`src/rtl/vga_rect_compositor_pkg.sv`:
```
// Shared VGA constants and the packed {R,G,B} pixel type used by the
// rectangle compositor and the sync generator.
package vga_rect_compositor_pkg;

  localparam int VGA_H_ACTIVE = 640;
  localparam int VGA_V_ACTIVE = 480;

  typedef struct packed {
    logic [2:0] r;
    logic [2:0] g;
    logic [2:0] b;
  } rgb_t;

  localparam int COLOR_W = $bits(rgb_t);

endpackage

```
`src/rtl/vga_rect_compositor_rect_hit_test.sv`:
```
// Combinational point-in-rectangle test for one rectangle. The far edges are
// computed one bit wider so that a rectangle near the top of the coordinate
// range cannot wrap.
module rect_hit_test #(
  parameter int COORD_W = 10
) (
  input  logic [COORD_W-1:0] x,
  input  logic [COORD_W-1:0] y,
  input  logic [COORD_W-1:0] rx,
  input  logic [COORD_W-1:0] ry,
  input  logic [COORD_W-1:0] w,
  input  logic [COORD_W-1:0] h,
  input  logic               vis,
  output logic               hit
);

  logic [COORD_W:0] x_end;
  logic [COORD_W:0] y_end;

  assign x_end = {1'b0, rx} + {1'b0, w};
  assign y_end = {1'b0, ry} + {1'b0, h};

  // A zero width or height gives an empty half-open interval, so it never hits.
  assign hit = vis
             && (x >= rx) && ({1'b0, x} < x_end)
             && (y >= ry) && ({1'b0, y} < y_end);

endmodule

```
`src/rtl/vga_rect_compositor.sv`:
```
// N-rectangle priority compositor. It holds shadow/active rectangle registers,
// a 2-stage pixel pipeline and a per-frame collision accumulator.
module vga_rect_compositor
  import vga_rect_compositor_pkg::*;
#(
  parameter int                 N_RECT   = 4,
  parameter int                 COORD_W  = 10,
  parameter int                 H_ACTIVE = VGA_H_ACTIVE,
  parameter int                 V_ACTIVE = VGA_V_ACTIVE,
  parameter logic [COLOR_W-1:0] BG_COLOR = '0,
  localparam int                IDX_W    = (N_RECT > 1) ? $clog2(N_RECT) : 1
) (
  input  logic               i_CLK,
  input  logic               i_RST_N,
  input  logic               i_hSync,
  input  logic               i_vSync,
  input  logic [COORD_W-1:0] i_x_pos,
  input  logic [COORD_W-1:0] i_y_pos,
  input  logic               i_wr_en,
  input  logic [IDX_W-1:0]   i_wr_idx,
  input  logic [COORD_W-1:0] i_wr_x,
  input  logic [COORD_W-1:0] i_wr_y,
  input  logic [COORD_W-1:0] i_wr_w,
  input  logic [COORD_W-1:0] i_wr_h,
  input  logic [COLOR_W-1:0] i_wr_color,
  input  logic               i_wr_vis,
  output logic [2:0]         o_red,
  output logic [2:0]         o_green,
  output logic [2:0]         o_blue,
  output logic               o_hSync,
  output logic               o_vSync,
  output logic               o_frame_tick,
  output logic [N_RECT-1:0]  o_collide
);

  typedef struct packed {
    logic [COORD_W-1:0] x;
    logic [COORD_W-1:0] y;
    logic [COORD_W-1:0] w;
    logic [COORD_W-1:0] h;
    rgb_t               color;
    logic               vis;
  } rect_t;

  localparam logic [COORD_W-1:0] H_LIM = COORD_W'(H_ACTIVE);
  localparam logic [COORD_W-1:0] V_LIM = COORD_W'(V_ACTIVE);
  localparam logic [IDX_W:0]     N_LIM = (IDX_W + 1)'(N_RECT);

  rect_t shadow_q [N_RECT];
  rect_t shadow_d [N_RECT];
  rect_t active_q [N_RECT];
  rect_t active_d [N_RECT];

  logic [N_RECT-1:0] hit_s0;
  logic              area_s0;
  logic              commit;
  logic              wr_idx_ok;
  logic              multi_hit;

  logic [N_RECT-1:0] hit_s1_q, hit_s1_d;
  logic              area_s1_q, area_s1_d;
  logic              hs_s1_q, hs_s1_d, vs_s1_q, vs_s1_d;
  rgb_t              rgb_q, rgb_d;
  logic              hs_s2_q, hs_s2_d, vs_s2_q, vs_s2_d;
  logic              tick_q, tick_d;
  logic [N_RECT-1:0] acc_q, acc_d;
  logic [N_RECT-1:0] collide_q, collide_d;

  for (genvar k = 0; k < N_RECT; k++) begin : g_hit
    rect_hit_test #(.COORD_W(COORD_W)) u_hit (
      .x   (i_x_pos),
      .y   (i_y_pos),
      .rx  (active_q[k].x),
      .ry  (active_q[k].y),
      .w   (active_q[k].w),
      .h   (active_q[k].h),
      .vis (active_q[k].vis),
      .hit (hit_s0[k])
    );
  end

  assign area_s0   = (i_x_pos < H_LIM) && (i_y_pos < V_LIM);
  assign commit    = (i_x_pos == '0) && (i_y_pos == V_LIM);
  assign wr_idx_ok = {1'b0, i_wr_idx} < N_LIM;
  // Clearing the lowest set bit leaves something only if two or more bits were set.
  assign multi_hit = |(hit_s0 & (hit_s0 - N_RECT'(1)));

  // Shadow/active register banks; a write in the commit cycle reaches shadow only.
  always_comb begin
    // NOTE: every variable gets a default before any condition, so no path
    // leaves it unassigned and no latch is inferred.
    shadow_d = shadow_q;
    active_d = active_q;
    if (commit) active_d = shadow_q;
    if (i_wr_en && wr_idx_ok) begin
      shadow_d[i_wr_idx] = '{x: i_wr_x, y: i_wr_y, w: i_wr_w, h: i_wr_h,
                             color: rgb_t'(i_wr_color), vis: i_wr_vis};
    end
  end

  always_comb begin
    hit_s1_d  = hit_s0;
    area_s1_d = area_s0;
    hs_s1_d   = i_hSync;
    vs_s1_d   = i_vSync;
    hs_s2_d   = hs_s1_q;
    vs_s2_d   = vs_s1_q;
    tick_d    = commit;
    acc_d     = acc_q | ((area_s0 && multi_hit) ? hit_s0 : '0);
    collide_d = collide_q;
    if (commit) begin
      collide_d = acc_q;
      acc_d     = '0;
    end
    // Walk from the lowest priority upward so index 0 wins.
    rgb_d = rgb_t'(BG_COLOR);
    for (int k = N_RECT - 1; k >= 0; k--) begin
      if (hit_s1_q[k]) rgb_d = active_q[k].color;
    end
    if (!area_s1_q) rgb_d = '0;
  end

  always_ff @(posedge i_CLK or negedge i_RST_N) begin
    if (!i_RST_N) begin
      // NOTE: the rectangle banks are reset element by element; leaving them
      // unreset would let garbage rectangles show before the first write.
      for (int k = 0; k < N_RECT; k++) begin
        shadow_q[k] <= '0;
        active_q[k] <= '0;
      end
      hit_s1_q  <= '0;
      area_s1_q <= 1'b0;
      hs_s1_q   <= 1'b1;
      vs_s1_q   <= 1'b1;
      rgb_q     <= '0;
      hs_s2_q   <= 1'b1;
      vs_s2_q   <= 1'b1;
      tick_q    <= 1'b0;
      acc_q     <= '0;
      collide_q <= '0;
    end else begin
      // NOTE: non-blocking assignments so every flop samples the values from
      // before this edge, independent of statement order.
      shadow_q  <= shadow_d;
      active_q  <= active_d;
      hit_s1_q  <= hit_s1_d;
      area_s1_q <= area_s1_d;
      hs_s1_q   <= hs_s1_d;
      vs_s1_q   <= vs_s1_d;
      rgb_q     <= rgb_d;
      hs_s2_q   <= hs_s2_d;
      vs_s2_q   <= vs_s2_d;
      tick_q    <= tick_d;
      acc_q     <= acc_d;
      collide_q <= collide_d;
    end
  end

  assign o_red        = rgb_q.r;
  assign o_green      = rgb_q.g;
  assign o_blue       = rgb_q.b;
  assign o_hSync      = hs_s2_q;
  assign o_vSync      = vs_s2_q;
  assign o_frame_tick = tick_q;
  assign o_collide    = collide_q;

endmodule

```
`config.mk`:
```
export PLATFORM = sky130hd
export DESIGN_NAME = vga_rect_compositor
export DESIGN_NICKNAME = d
export VERILOG_FILES = /design/src/rtl/vga_rect_compositor_pkg.sv /design/src/rtl/vga_rect_compositor_rect_hit_test.sv /design/src/rtl/vga_rect_compositor.sv
export SDC_FILE = /design/constraint.sdc
export NUM_CORES = 1
export LEC_CHECK = 0
export ABC_AREA = 1
export CAP_MARGIN = 20
export CORE_MARGIN = 3
export CORE_UTILIZATION = 56
export DETAILED_ROUTE_END_ITERATION = 7
export HOLD_SLACK_MARGIN = 0.06
export PLACE_DENSITY = 0.77
export SYNTH_ARGS = -nofsm -noshare
export SYNTH_HDL_FRONTEND = slang
export SYNTH_HIERARCHICAL = 1
export SYNTH_SLANG_ARGS = --single-unit
```
`constraint.sdc`:
```
create_clock -name i_CLK -period 2.9 [get_ports i_CLK]
set_input_delay 0.435 -clock i_CLK [delete_from_list [all_inputs] [get_ports i_CLK]]
set_output_delay 0.435 -clock i_CLK [all_outputs]
set_load 0.05 [all_outputs]
```
### After elaboration in Yosys (flattened, before gate mapping)

Index checks and enable logic that the tools add are counted.

* output and inout bits: 16
* register bits: 427
* input port bits: 77

* bitwise gates (word level): 3
* multiplexer cells: 10
* add/sub/neg operators: 9
* reductions and logical operators: 22
* order comparisons: 20
* equality and inequality tests: 1

Operator list (count)
* $bwmux W200: 1
* $demux W50 S2: 1
* $add A10 B10 Y11: 8
* $lt A10 B11 Y1: 8
* $ge A10 B10 Y1: 8
* $mux W50: 1
* $mux W9: 5
* $logic_and A1 B1 Y1: 20
* $eq A10 B9 Y1 const B: 1
* $logic_not A10 Y1: 1
* $lt A10 B10 Y1 const B: 1
* $lt A10 B9 Y1 const B: 1
* $mux W4: 2
* $and A4 B4 Y4: 1
* $or A4 B4 Y4: 1
* $reduce_or A4 Y1: 1
* $sub A4 B1 Y4 const B: 1
* $ge A3 B3 Y1 const B: 1
* $lt A3 B1 Y1 const B: 1
* $not A2 Y3: 1

### Longest topological paths before layout

Gate-level depths: netlist of run 1.

* word-level depth: 12
* mapped depth: 25

### Modules after synthesis

Netlist of run 1, hierarchy kept.

Modules (own cells, without submodules)
* vga_rect_compositor: seq. area each 10690.3 sq um, instances 1, area each 15942.8 sq um, cells an instance 1682
* rect_hit_test (g_hit[0].u_hit ...): seq. area each 0.0 sq um, instances 3, area each 1870.5 sq um, cells an instance 292
* rect_hit_test (g_hit[3].u_hit): seq. area each 0.0 sq um, instances 1, area each 1879.3 sq um, cells an instance 291

### Worst setup path before layout of run 1

No wires, ideal clock.

* path type: reg-to-reg
* from: register active_q[30] (netlist name)
* to: register acc_q[0]
* arrival time: 2.876 ns
* setup slack: -0.053 ns
* path buffers: 0
* cell stages (with the launch flop): 25
* path through: dfrtp_1 -> ha_1 -> fa_1 -> inv_1 -> nor2_2 -> nor2_2 -> xor2_1 -> ha_1 -> nand2_1 -> inv_1 -> a21oi_1 -> nand2_1 -> nand2_1 -> nand2_1 -> nand2_1 -> nand2_1 -> nand2_1 -> nand2_1 -> nor2_1 -> nand2_1 -> nand2_1 -> nand2_1 -> inv_1 -> nand3_1 -> a21oi_1

* word-level cells in the longest chain between the ends: 10
* elaborated cells on any way between the ends: 12
* those cells by class: 2 x add/sub; 2 x order compare; 2 x mux; 2 x bitwise; 4 x reduce/logical

Ends and longest elaborated chain
* start: declaration: RTL line vga_rect_compositor.sv:51 `rect_t active_q [N_RECT];`
* start signal: assignment: RTL line vga_rect_compositor.sv:145 `active_q <= active_d;`
* $add A10 B10 Y11 / $ge A10 B10 Y1 (equally long branches): RTL line vga_rect_compositor_rect_hit_test.sv:21, vga_rect_compositor_rect_hit_test.sv:26
* $lt A10 B11 Y1 / $logic_and A1 B1 Y1 (equally long branches): RTL line vga_rect_compositor_rect_hit_test.sv:26 `&& (y >= ry) && ({1'b0, y} < y_end);`
* $logic_and A1 B1 Y1 *: RTL line vga_rect_compositor_rect_hit_test.sv:26
* named net hit_s0[3]: RTL line vga_rect_compositor.sv:54 `logic [N_RECT-1:0] hit_s0;`
* $sub A4 B1 Y4: RTL line vga_rect_compositor.sv:86 `assign multi_hit = |(hit_s0 & (hit_s0 - N_RECT'(1)));`
* $and A4 B4 Y4 *: RTL line vga_rect_compositor.sv:86
* $reduce_or A4 Y1 *: RTL line vga_rect_compositor.sv:86
* $logic_and A1 B1 Y1 *: RTL line vga_rect_compositor.sv:109 `acc_d = acc_q | ((area_s0 && multi_hit) ? hit_s0 : '0);`
* $mux W4 *: RTL line vga_rect_compositor.sv:109
* $or A4 B4 Y4 *: RTL line vga_rect_compositor.sv:109
* $mux W4 *: RTL line vga_rect_compositor.sv:111 `if (commit) begin`
* named net acc_d[0]: RTL line vga_rect_compositor.sv:66 `logic [N_RECT-1:0] acc_q, acc_d;`
* end signal: assignment: RTL line vga_rect_compositor.sv:139 `acc_q <= '0;`
* end signal: assignment: RTL line vga_rect_compositor.sv:154 `acc_q <= acc_d;`
* end: declaration: RTL line vga_rect_compositor.sv:66

Mark *: on every way through the listed nets, which the timed path passes. The rest lies on a longest branch.
A chain may end at the register's enable or synchronous reset.

### Worst setup path in the final report of run 1

* from: register active_q[160] (netlist name)
* to: register acc_q[0]

* word-level cells in the longest chain between the ends: 10

Ends and longest elaborated chain
* $add A10 B10 Y11 *: RTL line vga_rect_compositor_rect_hit_test.sv:21 `assign y_end = {1'b0, ry} + {1'b0, h};`
* $lt A10 B11 Y1 *: RTL line vga_rect_compositor_rect_hit_test.sv:26
* $logic_and A1 B1 Y1 *: RTL line vga_rect_compositor_rect_hit_test.sv:26
* named net hit_s0[0]: RTL line vga_rect_compositor.sv:54
* $sub A4 B1 Y4: RTL line vga_rect_compositor.sv:86
* $and A4 B4 Y4: RTL line vga_rect_compositor.sv:86
* $reduce_or A4 Y1: RTL line vga_rect_compositor.sv:86
* $logic_and A1 B1 Y1: RTL line vga_rect_compositor.sv:109
* $mux W4 *: RTL line vga_rect_compositor.sv:109
* $or A4 B4 Y4 *: RTL line vga_rect_compositor.sv:109
* $mux W4 *: RTL line vga_rect_compositor.sv:111
* named net acc_d[0]: RTL line vga_rect_compositor.sv:66

Marks and branches as above.

==> results of run 1 <==
==> layer usage <==
layer | vias up | track usage
met5 | - | 0
met4 | 0 | 0.1436
met3 | 155 | 0.04197
met1 | 10130 | 0.4071
li1 | 9751 | -
met2 | 608 | 0.5430
==> flip-flops by register name (all words and copies together), names as in the netlist <==
name and count:
acc_q 4, active_q 200, area_s1_q 1, hit_s1_q 4, hs_s1_q 1, o_blue 3, o_collide 4, o_frame_tick 1
o_green 3, o_hSync 1, o_red 3, o_vSync 1, shadow_q 200, vs_s1_q 1
==> how the worst max path moves through the flow <==
stage / start / to / slack, ns
CTS: active_q[60]$_DFFE_PN0N_ / acc_q[1]$_DFF_PN0_ / -0.22
finish: active_q[160]$_DFFE_PN0N_ / acc_q[0]$_DFF_PN0_ / -0.26
global placement: active_q[80]$_DFFE_PN0N_ / acc_q[0]$_DFF_PN0_ / -0.34
global route: active_q[190]$_DFFE_PN0N_ / acc_q[0]$_DFF_PN0_ / -0.53
detailed placement: active_q[80]$_DFFE_PN0N_ / acc_q[0]$_DFF_PN0_ / -0.34
floorplan: active_q[140]$_DFFE_PN0N_ / acc_q[0]$_DFF_PN0_ / 0.001
==> kinds of logic (layout without fill, tap and decap cells) <==
group,count (synthesis),count (layout),share of synthesized area
flip-flops,427,427,0.4562
XOR/XNOR,64,64,0.02392
AO/OA/AOI/OAI,414,414,0.09707
adder cells (fa/ha/maj),240,240,0.1307
buffers and inverters,348,693,0.06295
AND/OR/NAND/NOR,1356,1356,0.2292
==> cells in the mapped netlist, types with 8 or more instances <==
| library cell | n | area share |
|---|---|---|
| and2_1 | 9 | 0.0024 |
| o21ai_0 | 222 | 0.047 |
| a21o_1 | 8 | 0.0026 |
| nand4_1 | 24 | 0.0064 |
| a31oi_1 | 8 | 0.0021 |
| xor2_1 | 43 | 0.016 |
| nor2_2 | 35 | 0.0093 |
| inv_1 | 252 | 0.040 |
| a21oi_1 | 119 | 0.025 |
| nor4_1 | 8 | 0.0021 |
| ha_1 | 232 | 0.12 |
| nor3_1 | 8 | 0.0017 |
| dfrtp_1 | 423 | 0.45 |
| fa_1 | 8 | 0.0068 |
| nor2_1 | 113 | 0.018 |
| o21a_1 | 8 | 0.0026 |
| xnor2_1 | 21 | 0.0078 |
| clkbuf_1 | 42 | 0.0067 |
| buf_6 | 13 | 0.0062 |
| a21oi_2 | 16 | 0.0060 |
| nand3_1 | 60 | 0.013 |
| nand2_1 | 1097 | 0.18 |
| buf_2 | 24 | 0.0051 |
| o31ai_1 | 9 | 0.0029 |
| buf_4 | 11 | 0.0035 |
| o211ai_1 | 8 | 0.0026 |
==> worst max-delay path, cell delays in order, from the launching register on <==
cell and delay (ns):
dfrtp_1 0.41, ha_4 0.18, fa_2 0.42, inv_2 0.07, nor2_1 0.05, nor2_2 0.14
xor2_1 0.17, ha_1 0.27, nand2_2 0.08, inv_1 0.05, a21oi_2 0.12, nand2_1 0.06
nand2_1 0.05, nand2_1 0.05, nand2_1 0.05, nand2_1 0.05, nand2_2 0.11, nand2_2 0.08
nor2_4 0.10, nand2_1 0.07, nand2_2 0.08, nand2_2 0.07, inv_4 0.08, nand3_2 0.08
a21oi_2 0.19
==> power by group <==
group | internal (mW) | leakage (nW) | switching (mW)
Clock | 3.42 | 0.728 | 2.39
Sequential | 6.41 | 5.58 | 0.256
Combinational | 0.505 | 8.65 | 0.773
==> cell type report <==
type	instances	area, µm²	share of cell area
multi-input cells	2074	11870	0.4094
flip-flops and latches	427	10690	0.3688
repair buffers	363	3316	0.1143
clock buffers	59	1267	0.04371
inverters	257	972.2	0.03353
well taps	532	665.6	0.02296
clock inverters	14	210.2	0.007249
==> what timing repair did <==
| item | CTS | global route |
|---|---|---|
| endpoints found under the hold margin | 75 | 0 |
| setup buffers | 7 | 16 |
| pin swaps | 37 | 65 |
| hold buffers | 1 | 0 |
| gates resized for setup | 46 | 63 |
| setup endpoints to repair | 4 | 8 |
==> impl_results.md, run 1 <==
* Detail Route Antenna Nets at 0
* Die area at around 44000 µm²
* EDFF count, synth at 0
* Detailed placement HPWL at 49960 µm
* Post-Syn Area per Cell at 8.225 µm²
* Achievable Freq at between 300 and 400 MHz
* Crit. End Element: flop
* TritonCTS clock tree: yes
* Routability cong. at a little under 1
* Area growth from synthesis to final layout at 23.74%
* Max-cap viol count at 0
* Final setup margin at -0.2631 ns
* Vias in the first global route at 20.90k
* Number of nets in the layout at between 3k and 4k
* Synthesized Nets at about 3.2k
* Hold_ws at approximately 0.26 ns
* Cell Count, Final, Fillers Out at between 3k and 4k
* Pwr/cell area at 474.5 nW/µm²
* Core Box Area at just over 40000 µm²
* Synth warn at 6
* Post-DR vias/cell at roughly 5.5
* Routed length on met2 at 34450 µm
* Yosys cell types at 35
* Post-synthesis cell count at 2849
* Crit-path max FO at 4
* Worst Tran Pin Value at around 1.1 ns
* GR Util All Layers at 0.3180
* PnR Total Power at approximately 14 mW
* Synth Flop Type: dfrtp_1
* Grt ovf at 0
* Asr flop ratio synth at 1.000
* Post-route setup TNS at -0.9470 ns
* Largest net degree at the start of global routing at about 100
* Clock skew at 0.01983 ns
* Ratio of cells with drive above 1 in the final layout at 0.1606
* Initial antenna violation count at 0
* Clock Tree Root: clkbuf_16
* Clk slew on worst S/H paths at roughly 0.06 ns
* RSZ-0062 raised after global routing: true
* Most frequent cells in the layout: nand2_1, dfrtp_1, inv_1, buf_4, o21ai_0
* TritonCTS buffer count at 44
* Fillers at 3229
* Max H-tree Level at 2
* Worst Reg-to-Reg Cells at 24
* Commonest non-fill, non-tap cell in the layout: nand2_1
* Relative slew slack at 0.2756
* Worst Min Path Start: i_hSync
* Initial Utilization at 0.5700
* Vias at 20.64k
* WL/cell at 18.67 µm
* Period minus WS final at between 3 and 4 ns
* Startpoint Class: flop
* Iteration-0 DRC Markers at between 1.5k and 2k
* Area of the mapped netlist at 23430 µm²
* Design area at between 20000 and 30000 µm²
* Fin util at 0.7054
* Slew Limit Fails at 0
* Worst Hold End: hs_s1_q$_DFF_PN1_
* Placed Area at ~27000 µm²
* FF-to-FF Start: active_q[160]$_DFFE_PN0N_
* Hold path depth at 1
* # placed instances at approximately 3.6k
* Residual DRC at 0
* Crit share post-route at 1.091
* CTS Sinks at between 400 and 500
* Max IR drop VDD at between 400 and 500 µV
* WL final at 69570 µm
* Synthesis-stage register bit count at approximately 430
* Failing checks: setup timing
* Diode count at 0
* PortBufs at 92
* Hold WC Path Type: in2reg
* DP Worst Slack at -0.3355 ns
* Std cell rows at 74
* Ports at a little over 90
* Worst skew pair latency at slightly below 0.6 ns
* Uppermost layer routed: met4
* CP Data Arrival Time at roughly 3.7 ns
* Longest Clk Path Bufs at 3
* Register area share after synthesis at 0.4562
* Final Hold Fails at 0
* Die width at about 210 µm
* WP data required at between 3 and 4 ns
* Worst r2r dst: acc_q[0]$_DFF_PN0_
* DIE HEIGHT at around 210 µm
* FF-to-FF setup slack at -0.26 ns
* Status: complete, but fails checks
* Final setup vio count at 4
* WS Path Type: reg2reg
* Leakage at roughly 15 nW
* TritonRoute pass-1 iters at 5
* Met3 wire length at 3829 µm
* First-pass GRT wire length at between 100000 and 150000 µm
* Met1 WL at approximately 28000 µm
Note: power is estimated with default switching activity, not from simulation.
==> inputs of run 2 (changes only) <==
--- a/config.mk
+++ b/config.mk
@@ -8,11 +8,12 @@
 export ABC_AREA = 1
 export CAP_MARGIN = 20
 export CORE_MARGIN = 3
-export CORE_UTILIZATION = 56
+export CORE_UTILIZATION = 65
 export DETAILED_ROUTE_END_ITERATION = 7
 export HOLD_SLACK_MARGIN = 0.06
-export PLACE_DENSITY = 0.77
+export PLACE_DENSITY = 0.84
 export SYNTH_ARGS = -nofsm -noshare
 export SYNTH_HDL_FRONTEND = slang
 export SYNTH_HIERARCHICAL = 1
 export SYNTH_SLANG_ARGS = --single-unit
+export TNS_END_PERCENT = 5
==> constraint.sdc (replaced) <==
create_clock -name i_CLK -period 3.7 [get_ports i_CLK]
set_input_delay 0.555 -clock i_CLK [delete_from_list [all_inputs] [get_ports i_CLK]]
set_output_delay 0.555 -clock i_CLK [all_outputs]
set_load 0.05 [all_outputs]
==> impl_results.md, run 2 (synthesis results as in run 1) <==
* Diode count at 0
* Clock skew at 0.02547 ns
* Clock Tree Root: clkbuf_16
* Detail Route Antenna Nets at 0
* Vias in the first global route at 19.64k
* Met3 Use GR at 0.07968
* Commonest non-fill, non-tap cell in the layout: nand2_1
* CP Data Arrival Time at ~3.9 ns
* Die width at about 200 µm
* Crit. End Element: flop
* Met1 Use GR at 0.5093
* Crit share post-route at 0.9125
* Most used routing layer in global routing: met2
* Residual DRC at 0
* Fillers at 2593
* Most used cell, CP: nand2_1
* Clk slew on worst S/H paths at around 0.06 ns
* Period minus WS final at between 3 and 4 ns
* Ports at between 90 and 100
* Relative slew slack at 0.2629
* Initial Utilization at 0.6685
* Initial antenna violation count at 4
* Iteration-0 DRC Markers at approximately 1.7k
* First-pass GRT wire length at 106300 µm
* Startpoint Class: flop
* PortBufs at just over 90
* PnR Total Power at approximately 11 mW
* Achievable Freq at between 200 and 300 MHz
* Max IR drop VDD at between 500 and 600 µV
* CP max-delay cell: dfrtp_1
* Slew Limit Fails at 0
* Max stage delay on crit path at 0.46 ns
* Max-cap viol count at 0
* WS Path Type: reg2reg
* Met2 GRT Util at 0.5381
* Hold WC Path Type: reg2reg
* Multi-input gate area at 11370 µm²
* Largest net degree at the start of global routing at 101
* Comb power frac at 0.087
* Max H-tree Level at 2
* Crit-path max FO at 4
* TritonCTS buffer count at 43
* Number of nets in the layout at 3266
* Largest regs: active_q: 200 flops, shadow_q: 200 flops
* TritonCTS clock tree: yes
* Cell Count, Final, Fillers Out at approximately 3.4k
* Net Switching at roughly 2.7 mW
* Final Hold Fails at 0
* Longest Clk Path Bufs at 3
* Vias at slightly below 20k
* Post-DR vias/cell at roughly 5.8
* Sw Ratio at 0.2516
* TritonRoute pass-1 iters at 6
* Storage element area at between 10000 and 15000 µm²
* Grt ovf at 0
* # placed instances at between 3k and 4k
* DIE HEIGHT at a little under 200 µm
* Worst path top cell family by delay: simple AND/OR/NAND/NOR gates
* Clock power frac at 0.432
* Worst skew pair latency at 0.59 ns
* Detailed placement HPWL at roughly 47000 µm
* CTS Sinks at roughly 430
* GR Util All Layers at 0.3523
* Ratio of cells with drive above 1 in the final layout at 0.07138
* Worst Tran Pin Value at around 1.1 ns
* Die area at 38370 µm²
* Most frequent cells in the layout: nand2_1, dfrtp_1, inv_1, ha_1, o21ai_0
* Final setup vio count at 0
* Pint at ~8.1 mW
* WL final at 67020 µm
* Std cell rows at 68
* Pwr/cell area at between 400 and 500 nW/µm²
* Post-CTS setup buffers at 0
* Sequential power share at 0.481
* Area growth from synthesis to final layout at 13.35%
* Status: finished, final reports clean
* Routability cong. at about 0.96
* WL/cell at a little under 20 µm
* Core Box Area at about 35000 µm²
* Crit-path cells: ha_1 > a21oi_1 > o21ai_2 > a21oi_2 > xor2_1 > ha_1 > nand2_1 > inv_1 > a21oi_1 > nand2_1 > nand2_1 > nand2_1 > nand2_1 > nand2_1 > nand2_1 > nand2_1 > nor2_4 > nand2_1 > nand2_1 > nand2_1 > inv_1 > nand3_1 > a21oi_1
* Worst Path Buf+Inv at 2
* Leakage at around 14 nW
* WP data required at between 4 and 5 ns
[run 2: changes by cell type in the layout (fill, tap and decap cells not counted), moves of 6 or more]
| cell | delta |
|---|---|
| inv_1 | +8 |
| buf_4 | -193 |
| nand2_2 | -19 |
| a21oi_2 | -13 |
| buf_12 | -21 |
| nand2_1 | +19 |
| nand3_1 | +6 |
| ha_1 | +25 |
| a21oi_1 | +13 |
| inv_2 | -7 |
| nand3_2 | -6 |
| ha_4 | -22 |
[run 2: layout make-up]
class,instances,share of cell area
multi-input cells,2074,0.4282
flip-flops and latches,427,0.4025
repair buffers,146,0.05379
clock buffers,62,0.04772
inverters,257,0.03651
well taps,455,0.02143
clock inverters,18,0.009892
[run 2: power groups by stage]
stage | Clock, mW | Sequential, mW | Combinational [mW]
2_1_floorplan | 0 | 5.25 | 0.482
3_3_place_gp | 0 | 5.28 | 0.873
3_5_place_dp | 0 | 5.29 | 0.919
4_1_cts | 4.72 | 5.21 | 0.936
5_1_grt | 4.90 | 5.26 | 1.08
6_report | 4.70 | 5.22 | 0.941
[run 2: repair_timing]
item	CTS	global route
hold buffers	1	0
setup endpoints to repair	0	4
endpoints found under the hold margin	73	0
resized for setup	0	17
[run 2: worst paths after layout]
check                      depth (start not counted)                   endpoint                      from  slack (ns)
setup reg to reg                                  23         acc_q[2]$_DFF_PN0_  active_q[34]$_DFFE_PN0N_        0.32
hold reg to reg                                    0          o_vSync$_DFF_PN1_         vs_s1_q$_DFF_PN1_        0.36
hold / removal                                     0          o_vSync$_DFF_PN1_         vs_s1_q$_DFF_PN1_        0.36
setup / recovery                                  23         acc_q[2]$_DFF_PN0_  active_q[34]$_DFFE_PN0N_        0.32
max in group asynchronous                          3  shadow_q[131]$_DFFE_PN0P_                   i_RST_N        2.22
min in group asynchronous                          2   shadow_q[44]$_DFFE_PN0P_                   i_RST_N        0.59
[run 2: per-layer routing]
layer | wire, µm | vias to the layer above | part of all wire
met5 | 0 | - | 0
met4 | 1779 | 0 | 0.027
met3 | 6670 | 129 | 0.10
met2 | 29910 | 808 | 0.45
met1 | 28660 | 9581 | 0.43
li1 | - | 9311 | -
[run 2: metrics by stage]
stage	util	setup TNS (ns)	setup WS (ns)	cell area, µm²	hold slack, ns
floorplan	-	0	0.7468	23430	0.2594
global placement	0.7115	0	0.2919	24940	0.3455
detailed placement	0.7115	0	0.2283	24940	0.3473
CTS	0.7555	0	0.1587	26480	0.3562
global route	0.7577	-0.0001728	-0.0001728	26560	0.3610
finish	0.7577	0	0.3239	26560	0.3570
==> inputs of run 3 (changes only) <==
--- a/config.mk
+++ b/config.mk
@@ -11,6 +11,7 @@
 export CORE_UTILIZATION = 65
 export DETAILED_ROUTE_END_ITERATION = 7
 export HOLD_SLACK_MARGIN = 0.06
+export MAX_ROUTING_LAYER = met4
 export PLACE_DENSITY = 0.84
 export SYNTH_ARGS = -nofsm -noshare
 export SYNTH_HDL_FRONTEND = slang
==> constraint.sdc (replaced) <==
create_clock -name i_CLK -period 4.4 [get_ports i_CLK]
set_input_delay 0.66 -clock i_CLK [delete_from_list [all_inputs] [get_ports i_CLK]]
set_output_delay 0.66 -clock i_CLK [all_outputs]
set_load 0.05 [all_outputs]
==> impl_results.md, run 3 (synthesis results as in run 1) <==
* Met2 GRT Util at 0.5262
* Startpoint Class: flop
* Post-cts resize count at 0
* Clock Tree Root: clkbuf_16
* WS Path Type: reg2reg
* Period minus WS final at roughly 3.7 ns
* Post-CTS setup buffers at 0
* TritonRoute pass-1 iters at 6
* TritonCTS buffer count at 43
* Ratio of cells with drive above 1 in the final layout at 0.05503
* WL/cell at around 19 µm
* Crit-path max FO at 4
* Detailed placement HPWL at 45870 µm
* Number of nets in the layout at 3229
* CP Data Arrival Time at about 4.2 ns
* Initial antenna violation count at 1
* Largest regs: active_q: 200 flops, shadow_q: 200 flops
* Vias in the first global route at around 19k
* Final Hold Fails at 0
* Post-route setup TNS at 0 ns
* Slew Limit Fails at 0
* FF-to-FF setup slack at roughly 0.68 ns
* Commonest non-fill, non-tap cell in the layout: nand2_1
* Crit share post-route at 0.8447
* Worst Tran Pin Value at ~1.1 ns
* Detail Route Antenna Nets at 0
* Cell Count, Final, Fillers Out at between 3k and 4k
* Achievable Freq at 269.1 MHz
* Grt ovf at 0
* Die area at between 30000 and 40000 µm²
* Longest Clk Path Bufs at 3
* Ports at a little over 90
* Initial Utilization at 0.6685
* Crit. End Element: flop
* Status: finished, final reports clean
* Area growth from synthesis to final layout at 11.24%
* Met3 Use GR at 0.07024
* Std cell rows at 68
* Hold WC Path Type: in2async
* RSZ-0062 raised after global routing: false
* Final setup margin at just under 0.7 ns
* Met1 Use GR at 0.5029
* Die width at just under 200 µm
* Routability cong. at 0.9775
* Clk slew on worst S/H paths at around 0.06 ns
* Worst skew pair latency at 0.59 ns
* Largest net degree at the start of global routing at 106
* Iteration-0 DRC Markers at roughly 1.8k
* DIE HEIGHT at 195.9 µm
* # placed instances at approximately 3.3k
* Post-DR vias/cell at approximately 5.7
* CTS Sinks at 427
* Max IR drop VDD at between 400 and 500 µV
* First-pass GRT wire length at 102900 µm
* Most used routing layer in global routing: met2
* Leakage at roughly 14 nW
* Relative slew slack at 0.2451
* DP Worst Slack at roughly 0.8 ns
* GR Util All Layers at 0.3516
* Core Box Area at between 30000 and 40000 µm²
* Max-cap viol count at 0
* Clock skew at approximately 0.022 ns
* TritonCTS clock tree: yes
* WP data required at approximately 5 ns
* Fillers at 2607
* WL final at around 65000 µm
* Residual DRC at 0
* Most frequent cells in the layout: nand2_1, dfrtp_1, inv_1, ha_1, o21ai_0
* Final setup vio count at 0
* Fin util at 0.7437
* Vias at roughly 20k
* Max H-tree Level at 2
* Pwr/cell area at ~340 nW/µm²
* PortBufs at 92
* Cts-stage hold buffer count at 0
-- run 3: report_power, final --
part           total, mW  internal [mW]  switching, mW
combinational      0.759          0.276          0.483
clock               3.62           2.04           1.59
sequential          4.40           4.22          0.174
-- run 3: critical path, stage by stage, from the launching register on --
cell     delay, ns
dfrtp_1       0.43
ha_1          0.31
fa_1          0.46
inv_1         0.14
nor2_1        0.07
nor2_2        0.15
xor2_1        0.19
ha_1          0.27
nand2_1       0.09
inv_1         0.04
a21oi_1       0.14
nand2_1       0.07
nand2_1       0.06
nand2_1       0.05
nand2_1       0.06
nand2_1       0.06
nand2_1       0.08
nand2_1       0.06
nor2_1        0.33
nand2_1       0.10
nand2_1       0.08
nand2_1       0.05
inv_1         0.09
nand3_1       0.08
a21oi_1       0.16
-- run 3: worst paths after layout --
| kind | startpoint | cells after the start | endpoint |
|---|---|---|---|
| worst max-delay path | active_q[90]$_DFFE_PN0N_ | 24 | acc_q[2]$_DFF_PN0_ |
| worst min-delay path | i_RST_N | 1 | shadow_q[43]$_DFFE_PN0P_ |
| worst max register to register | active_q[90]$_DFFE_PN0N_ | 24 | acc_q[2]$_DFF_PN0_ |
| worst min register to register | hs_s1_q$_DFF_PN1_ | 0 | o_hSync$_DFF_PN1_ |
| max in group asynchronous | i_RST_N | 2 | shadow_q[164]$_DFFE_PN0P_ |
| min in group i_CLK | hs_s1_q$_DFF_PN1_ | 0 | o_hSync$_DFF_PN1_ |
-- run 3: metal layers --
metal	up-vias	part of all wire	wire length [µm]
met2	792	0.45	29070
met4	0	0.021	1362
met3	119	0.093	6007
met1	9378	0.44	28290
li1	9239	-	-
met5	-	0	0
-- run 3: cell type report --
cell class,instances,area (µm²),area share
Antenna cell,1,2.502,0.00009599
Clock buffer,62,1277,0.04900
Clock inverter,15,122.6,0.004704
Inverter,257,969.7,0.03720
Multi-Input combinational cell,2074,11320,0.4343
Sequential cell,427,10690,0.4101
Tap cell,455,569.3,0.02184
Timing Repair Buffer,109,1116,0.04281
-- run 3: metrics by stage --
step | total power [mW] | instance area, µm² | hold slack, ns
5_1_grt | 9.118 | 26070 | 0.1531
4_1_cts | 8.811 | 26070 | 0.1351
3_5_place_dp | 5.202 | 24670 | 0.3469
2_1_floorplan | 4.817 | 23430 | 0.3452
3_3_place_gp | 5.147 | 24670 | 0.3455
6_report | 8.780 | 26070 | 0.1072
